--- src/rtl/mac_log_encode_if.sv ---
// Handshake bundle for the linear-to-log encoder: input stream, output stream
// and saturation counter sideband.
interface mac_log_encode_if #(
  parameter int unsigned DATA_WIDTH = 4,
  parameter int unsigned IN_WIDTH   = 2**DATA_WIDTH + 6,
  parameter int unsigned CNT_WIDTH  = 16
);
  logic                  in_valid;
  logic                  in_ready;
  logic [IN_WIDTH-1:0]   in_data;
  logic                  out_valid;
  logic                  out_ready;
  logic [DATA_WIDTH-1:0] out_code;
  logic                  out_zero;
  logic                  out_sat;
  logic [CNT_WIDTH-1:0]  sat_count;
  logic                  sat_clear;

  modport master (
    output in_valid, in_data, out_ready, sat_clear,
    input  in_ready, out_valid, out_code, out_zero, out_sat, sat_count
  );

  modport slave (
    input  in_valid, in_data, out_ready, sat_clear,
    output in_ready, out_valid, out_code, out_zero, out_sat, sat_count
  );
endinterface

--- src/rtl/mac_log_encode.sv ---
// Streaming linear-to-log encoder: two-stage pipeline turning a signed linear
// value into {sign, exp} with round-to-nearest power of two and saturation.
module mac_log_encode #(
  parameter int unsigned DATA_WIDTH = 4,
  parameter int unsigned IN_WIDTH   = 2**DATA_WIDTH + 6,
  parameter int unsigned CNT_WIDTH  = 16
) (
  input  logic            clk,
  input  logic            reset,
  mac_log_encode_if.slave bus
);
  localparam int unsigned EXP_W   = DATA_WIDTH - 1;
  localparam int unsigned EXP_MAX = 2**EXP_W - 1;
  localparam int unsigned POS_W   = $clog2(IN_WIDTH) + 1;

  logic                  s1_valid_q;
  logic                  s1_sign_q;
  logic [IN_WIDTH-1:0]   s1_mag_q;
  logic                  out_valid_q;
  logic [DATA_WIDTH-1:0] out_code_q, out_code_d;
  logic                  out_zero_q, out_zero_d;
  logic                  out_sat_q, out_sat_d;
  logic [CNT_WIDTH-1:0]  sat_count_q, sat_count_d;

  logic                  s1_adv;
  logic                  s2_adv;
  logic [IN_WIDTH-1:0]   in_mag;
  logic [IN_WIDTH-1:0]   mag_below;
  logic [POS_W-1:0]      lead_pos;
  logic [POS_W-1:0]      exp_raw;
  logic                  round_up;

  assign s2_adv       = !out_valid_q || bus.out_ready;
  assign s1_adv       = !s1_valid_q || s2_adv;
  assign bus.in_ready = s1_adv;

  // Unsigned magnitude; the most negative input maps to 2^(IN_WIDTH-1).
  assign in_mag = bus.in_data[IN_WIDTH-1] ? (~bus.in_data) + IN_WIDTH'(1) : bus.in_data;

  always_ff @(posedge clk or negedge reset) begin
    if (!reset) begin
      s1_valid_q <= 1'b0;
      s1_sign_q  <= 1'b0;
      s1_mag_q   <= '0;
    end else if (s1_adv) begin
      s1_valid_q <= bus.in_valid;
      if (bus.in_valid) begin
        s1_sign_q <= bus.in_data[IN_WIDTH-1];
        s1_mag_q  <= in_mag;
      end
    end
  end

  // mag_below[i] is the bit just under position i, i.e. the rounding bit.
  assign mag_below = s1_mag_q << 1;

  always_comb begin
    lead_pos   = '0;
    round_up   = 1'b0;
    for (int unsigned i = 0; i < IN_WIDTH; i++) begin
      if (s1_mag_q[i]) begin
        lead_pos = POS_W'(i);
        round_up = mag_below[i];
      end
    end
    exp_raw    = lead_pos + POS_W'(round_up);
    out_zero_d = (s1_mag_q == '0);
    out_sat_d  = !out_zero_d && (exp_raw > POS_W'(EXP_MAX));
    out_code_d = '0;
    if (!out_zero_d) begin
      out_code_d = {s1_sign_q, out_sat_d ? EXP_W'(EXP_MAX) : exp_raw[EXP_W-1:0]};
    end
  end

  // Clear wins over a same-cycle increment; the count sticks at all-ones.
  always_comb begin
    sat_count_d = sat_count_q;
    if (bus.sat_clear) begin
      sat_count_d = '0;
    end else if (out_valid_q && bus.out_ready && out_sat_q && (sat_count_q != '1)) begin
      sat_count_d = sat_count_q + CNT_WIDTH'(1);
    end
  end

  always_ff @(posedge clk or negedge reset) begin
    if (!reset) begin
      out_valid_q <= 1'b0;
      out_code_q  <= '0;
      out_zero_q  <= 1'b0;
      out_sat_q   <= 1'b0;
      sat_count_q <= '0;
    end else begin
      sat_count_q <= sat_count_d;
      if (s2_adv) begin
        out_valid_q <= s1_valid_q;
        if (s1_valid_q) begin
          out_code_q <= out_code_d;
          out_zero_q <= out_zero_d;
          out_sat_q  <= out_sat_d;
        end
      end
    end
  end

  assign bus.out_valid = out_valid_q;
  assign bus.out_code  = out_code_q;
  assign bus.out_zero  = out_zero_q;
  assign bus.out_sat   = out_sat_q;
  assign bus.sat_count = sat_count_q;
endmodule
--- src/flat_wrapper.sv ---
// flat-port wrapper written by rule: the top's interface ports become plain ports
module mac_log_encode_flat 
#(
  parameter int unsigned DATA_WIDTH = 4,
  parameter int unsigned IN_WIDTH   = 2**DATA_WIDTH + 6,
  parameter int unsigned CNT_WIDTH  = 16
)
  (clk, reset, bus_in_valid, bus_in_data, bus_out_ready, bus_sat_clear, bus_in_ready, bus_out_valid, bus_out_code, bus_out_zero, bus_out_sat, bus_sat_count);
  mac_log_encode_if #(.DATA_WIDTH(DATA_WIDTH), .IN_WIDTH(IN_WIDTH), .CNT_WIDTH(CNT_WIDTH)) bus_i ();
  input  logic clk;
  input  logic reset;
  input wire logic [$bits(bus_i.in_valid)-1:0] bus_in_valid;
  input wire logic [$bits(bus_i.in_data)-1:0] bus_in_data;
  input wire logic [$bits(bus_i.out_ready)-1:0] bus_out_ready;
  input wire logic [$bits(bus_i.sat_clear)-1:0] bus_sat_clear;
  output wire logic [$bits(bus_i.in_ready)-1:0] bus_in_ready;
  output wire logic [$bits(bus_i.out_valid)-1:0] bus_out_valid;
  output wire logic [$bits(bus_i.out_code)-1:0] bus_out_code;
  output wire logic [$bits(bus_i.out_zero)-1:0] bus_out_zero;
  output wire logic [$bits(bus_i.out_sat)-1:0] bus_out_sat;
  output wire logic [$bits(bus_i.sat_count)-1:0] bus_sat_count;
  assign bus_i.in_valid = bus_in_valid;
  assign bus_i.in_data = bus_in_data;
  assign bus_i.out_ready = bus_out_ready;
  assign bus_i.sat_clear = bus_sat_clear;
  assign bus_in_ready = bus_i.in_ready;
  assign bus_out_valid = bus_i.out_valid;
  assign bus_out_code = bus_i.out_code;
  assign bus_out_zero = bus_i.out_zero;
  assign bus_out_sat = bus_i.out_sat;
  assign bus_sat_count = bus_i.sat_count;
  mac_log_encode #(.DATA_WIDTH(DATA_WIDTH), .IN_WIDTH(IN_WIDTH), .CNT_WIDTH(CNT_WIDTH)) u_core (.clk(clk), .reset(reset), .bus(bus_i));
endmodule
--- config.mk ---
export PLATFORM = sky130hd
export DESIGN_NAME = mac_log_encode_flat
export DESIGN_NICKNAME = d
export VERILOG_FILES = /design/src/rtl/mac_log_encode_if.sv /design/src/rtl/mac_log_encode.sv /design/src/flat_wrapper.sv
export SDC_FILE = /design/constraint.sdc
export NUM_CORES = 1
export LEC_CHECK = 0
export BUFFER_PORTS_ARGS = -buffer_cell sky130_fd_sc_hd__clkbuf_2
export CORE_ASPECT_RATIO = 0.8
export CORE_UTILIZATION = 58
export CTS_BUF_LIST = sky130_fd_sc_hd__clkbuf_2 sky130_fd_sc_hd__clkbuf_4 sky130_fd_sc_hd__clkbuf_8
export DETAILED_ROUTE_END_ITERATION = 6
export PLACE_DENSITY_LB_ADDON = 0.25
export SETUP_SLACK_MARGIN = 0.02
export SLEW_MARGIN = 20
export SYNTH_ARGS = -nofsm -noshare
export SYNTH_HDL_FRONTEND = slang
export SYNTH_SLANG_ARGS = --single-unit
--- constraint.sdc ---
create_clock -name clk -period 2.9 [get_ports clk]
set_input_delay 0.29 -clock clk [delete_from_list [all_inputs] [get_ports clk]]
set_output_delay 0.29 -clock clk [all_outputs]
set_load 0.05 [all_outputs]
==> flow_summary_export.csv <==
group,metric,value,unit
run_status,status,"complete, no violations",
timing,period_needed,2.68,ns
place,gp_congestion,0.854,
worst_setup_path,end_kind,"flip-flop",
detailed_routing,final_antenna_net_count,0,
timing,finalHoldViolations,0,
timing,fmax,373,MHz
die,core.rowCount,22,
worst_setup_path,slowest_delay,0.45,ns
worst_setup_path,path_cells,"a21oi_1 > o21ai_0 > or3_1 > o21ai_0 > a21oi_1 > ha_1 > ha_1 > mux2i_1 > nand2_1 > or3_1 > and3_4 > a221o_1",
worst_setup_path,crit_cells,12,
synthesis,yosysSeqAreaShare,0.417,
cts,htreeDepth,2,
worst_setup_path,path_buf_inv,0,
cts,cts_root_buf,"clkbuf_8",
finish,nets,394,
pwr,peakVddDrop,0.323,mV
die,fp.dieH,64.4,um
place,port_buffers,50,
die,dieWidth,80.0,um
die,fp.dieArea,5150,um2
cts,cts_buffers,5,
finish,diodes,0,
cts,clkTransAtPathRegs,0.09,ns
die,core_area,4620,um2
place,dp_hpwl,4390,um
finish,drive_above_1_share,0.212,
worst_setup_path,cpMaxStageDelayCell,"dfrtp_1",
global_routing,gr-total-overflow,0,
global_routing,grt_pass1_wl,9900,um
timing,drv_slew,0,
global_routing,grt_pass1_vias,2122,
global_routing,grt_max_degree,30,
synthesis,avgSynthCellArea,9.07,um2
finish,mostFrequentLayoutCell,"clkbuf_2",
die,pin_count,51,
timing,period_share,0.925,
worst_setup_path,worstPathRequired,3.09,ns
timing,skew,0.00468,ns
synthesis,synth_edf_count,0,
timing,setup-tns-final,0,ns
worst_setup_path,cpLargestDelayFamily,"simple AND/OR/NAND/NOR gates",
detailed_routing,wl,5850,um
pwr,power_density,535,nW/um2
timing,setup_viol,0,
cts,clock-sinks,47,
synthesis,synth_seq_cells,47,
worst_setup_path,cp.arrival,2.87,ns
timing,grt_setup_unrepaired,"no",
synthesis,yosysWarnings,0,
detailed_routing,drc,0,
global_routing,antenna_found_initial,0,
worst_hold_path,min_path_type,"in -> reg",
timing,tightest_slew,0.675,ns
job,drv_cap,0,
synthesis,synth_cell_types,51,
cts,cts_tree,"done",
worst_setup_path,cp-start-kind,"flip-flop",
synthesis,syn_inst,311,
detailed_routing,post_drt_via_cell_ratio,5.67,
worst_setup_path,rr_worst_depth,12,
detailed_routing,dr.pass1.iters,4,
pwr,power_leakage,1.45,nW
pwr,p_total,1.73,mW
finish,area_growth,14.4,%
timing,relSlewSlack,0.546,
worst_setup_path,cp_max_fo,5,
finish,fillerInstances,400,
detailed_routing,wire_per_inst,13.8,um
synthesis,syn-cell-area,2820,um2
synthesis,synth_ff_type,"dfrtp_1",
detailed_routing,drt_iter0_drc,178,
synthesis,ys_async_sr_fraction,1.00,
cts,clock_latency,0.30,ns
global_routing,grt_usage,0.251,
cts,clockBufferDepth,2,
synthesis,syn-num-nets,342,
worst_hold_path,hold_depth,2,
detailed_routing,num_vias,2405,
die,start_util,0.610,
worst_setup_path,criticalPathCategory,"reg -> reg",
finish,final_cell_mix,"50 x clkbuf_2, 45 x dfrtp_1, 34 x nand2_1",
## worst paths after layout
path / slack [ns] / endpoint / startpoint
worst max-delay path: 0.22 / u_core.bus.out_code[2] / u_core.s1_mag_q[15]
worst min-delay path: 0.21 / u_core.s1_valid_q / bus_in_valid
worst max register to register: 0.22 / u_core.bus.out_code[2] / u_core.s1_mag_q[15]
worst min register to register: 0.50 / u_core.bus.out_code[3] / u_core.s1_sign_q
max in group asynchronous: 1.63 / u_core.s1_mag_q[14] / reset
min in group asynchronous: 0.51 / u_core.bus.out_zero / reset
## per-stage QoR
step | instance area, um2 | hold slack (ns) | setup slack, ns | utilization | cells
after floorplan | 2820 | -0.00559 | 0.331 | - | 311
after global placement | 3090 | 0.315 | 0.253 | 0.668 | 412
after detailed placement | 3090 | 0.320 | 0.137 | 0.668 | 412
after CTS | 3200 | 0.204 | 0.110 | 0.692 | 421
after global routing | 3230 | 0.201 | 0.0222 | 0.698 | 424
final | 3230 | 0.205 | 0.219 | 0.698 | 424
## Yosys cell counts, types with 2 or more instances
cell	count	area, um2
nand2_1	34	128
a22o_1	2	17.5
nor2b_1	2	12.5
inv_1	13	48.8
xnor2_1	7	61.3
nor3_1	8	40.0
o21ai_1	3	15.0
nand3_1	10	50.1
or4_4	2	22.5
a21oi_1	18	90.1
and4_1	5	43.8
xor2_1	26	228
nand4_1	3	18.8
o41ai_1	4	35.0
nand2b_1	5	31.3
nor3b_1	2	15.0
nor4_1	8	50.1
a221o_1	3	30.0
and3_1	3	18.8
ha_1	4	50.1
dfrtp_1	47	1180
o21ai_0	32	160
clkbuf_1	7	26.3
and2_1	2	12.5
o31ai_1	6	45.0
nor2_1	24	90.1
a21o_1	2	15.0
or3_1	4	25.0
mux2i_1	3	30.0
## registers in the layout, summed over array words and instances, names as in the netlist
| signal | count |
|---|---|
| u_core.bus.out_code | 4 |
| u_core.bus.out_sat | 1 |
| u_core.bus.out_valid | 1 |
| u_core.bus.out_zero | 1 |
| u_core.bus.sat_count | 16 |
| u_core.s1_mag_q | 22 |
| u_core.s1_sign_q | 1 |
| u_core.s1_valid_q | 1 |
## logic make-up after synthesis
logic type	after synthesis	synth area share
simple gates	118	0.224
compound gates	81	0.181
flops	47	0.417
xor+xnor	33	0.102
buf+inv	24	0.0435
mux	4	0.0146
fa+ha+maj	4	0.0177
## power by group
group          internal [mW]  switching [mW]  total (mW)
clock network          0.217           0.217       0.434
logic                  0.180           0.284       0.464
registers              0.727           0.100       0.828
total                   1.12           0.602        1.73
## repair_timing
action	CTS	global route
gates resized for setup	0	2
hold buffers	1	0
setup endpoints to repair	0	4
buffers inserted	0	3
endpoints found under the hold margin	22	0
## worst reg2reg max path, stage by stage (launching register included)
cell and delay (ns):
dfrtp_1 0.45, a21oi_1 0.15, o21ai_0 0.11, or3_1 0.35
o21ai_0 0.09, a21oi_1 0.07, ha_1 0.20, ha_1 0.21
mux2i_1 0.14, nand2_1 0.06, or3_1 0.30, and3_4 0.19
a221o_1 0.25
## per-layer routing
| metal | share of wire | vias to the layer above | global-route usage |
|---|---|---|---|
| li1 | - | 1226 | - |
| met1 | 0.51 | 1121 | 0.386 |
| met2 | 0.44 | 53 | 0.360 |
| met3 | 0.045 | 5 | 0.0514 |
| met4 | 0.0073 | 0 | 0.0603 |
| met5 | 0 | - | 0 |
## area by class of cell
class / instances / area [um2] / area share
Tap cell: 60 / 75.1 / 0.0233
Sequential cell: 47 / 1180 / 0.365
Clock inverter: 1 / 7.51 / 0.00233
Inverter: 13 / 48.8 / 0.0151
Timing Repair Buffer: 56 / 298 / 0.0923
Multi-Input combinational cell: 240 / 1520 / 0.472
Clock buffer: 7 / 96.3 / 0.0299
Power figures use the tool's default switching activity.
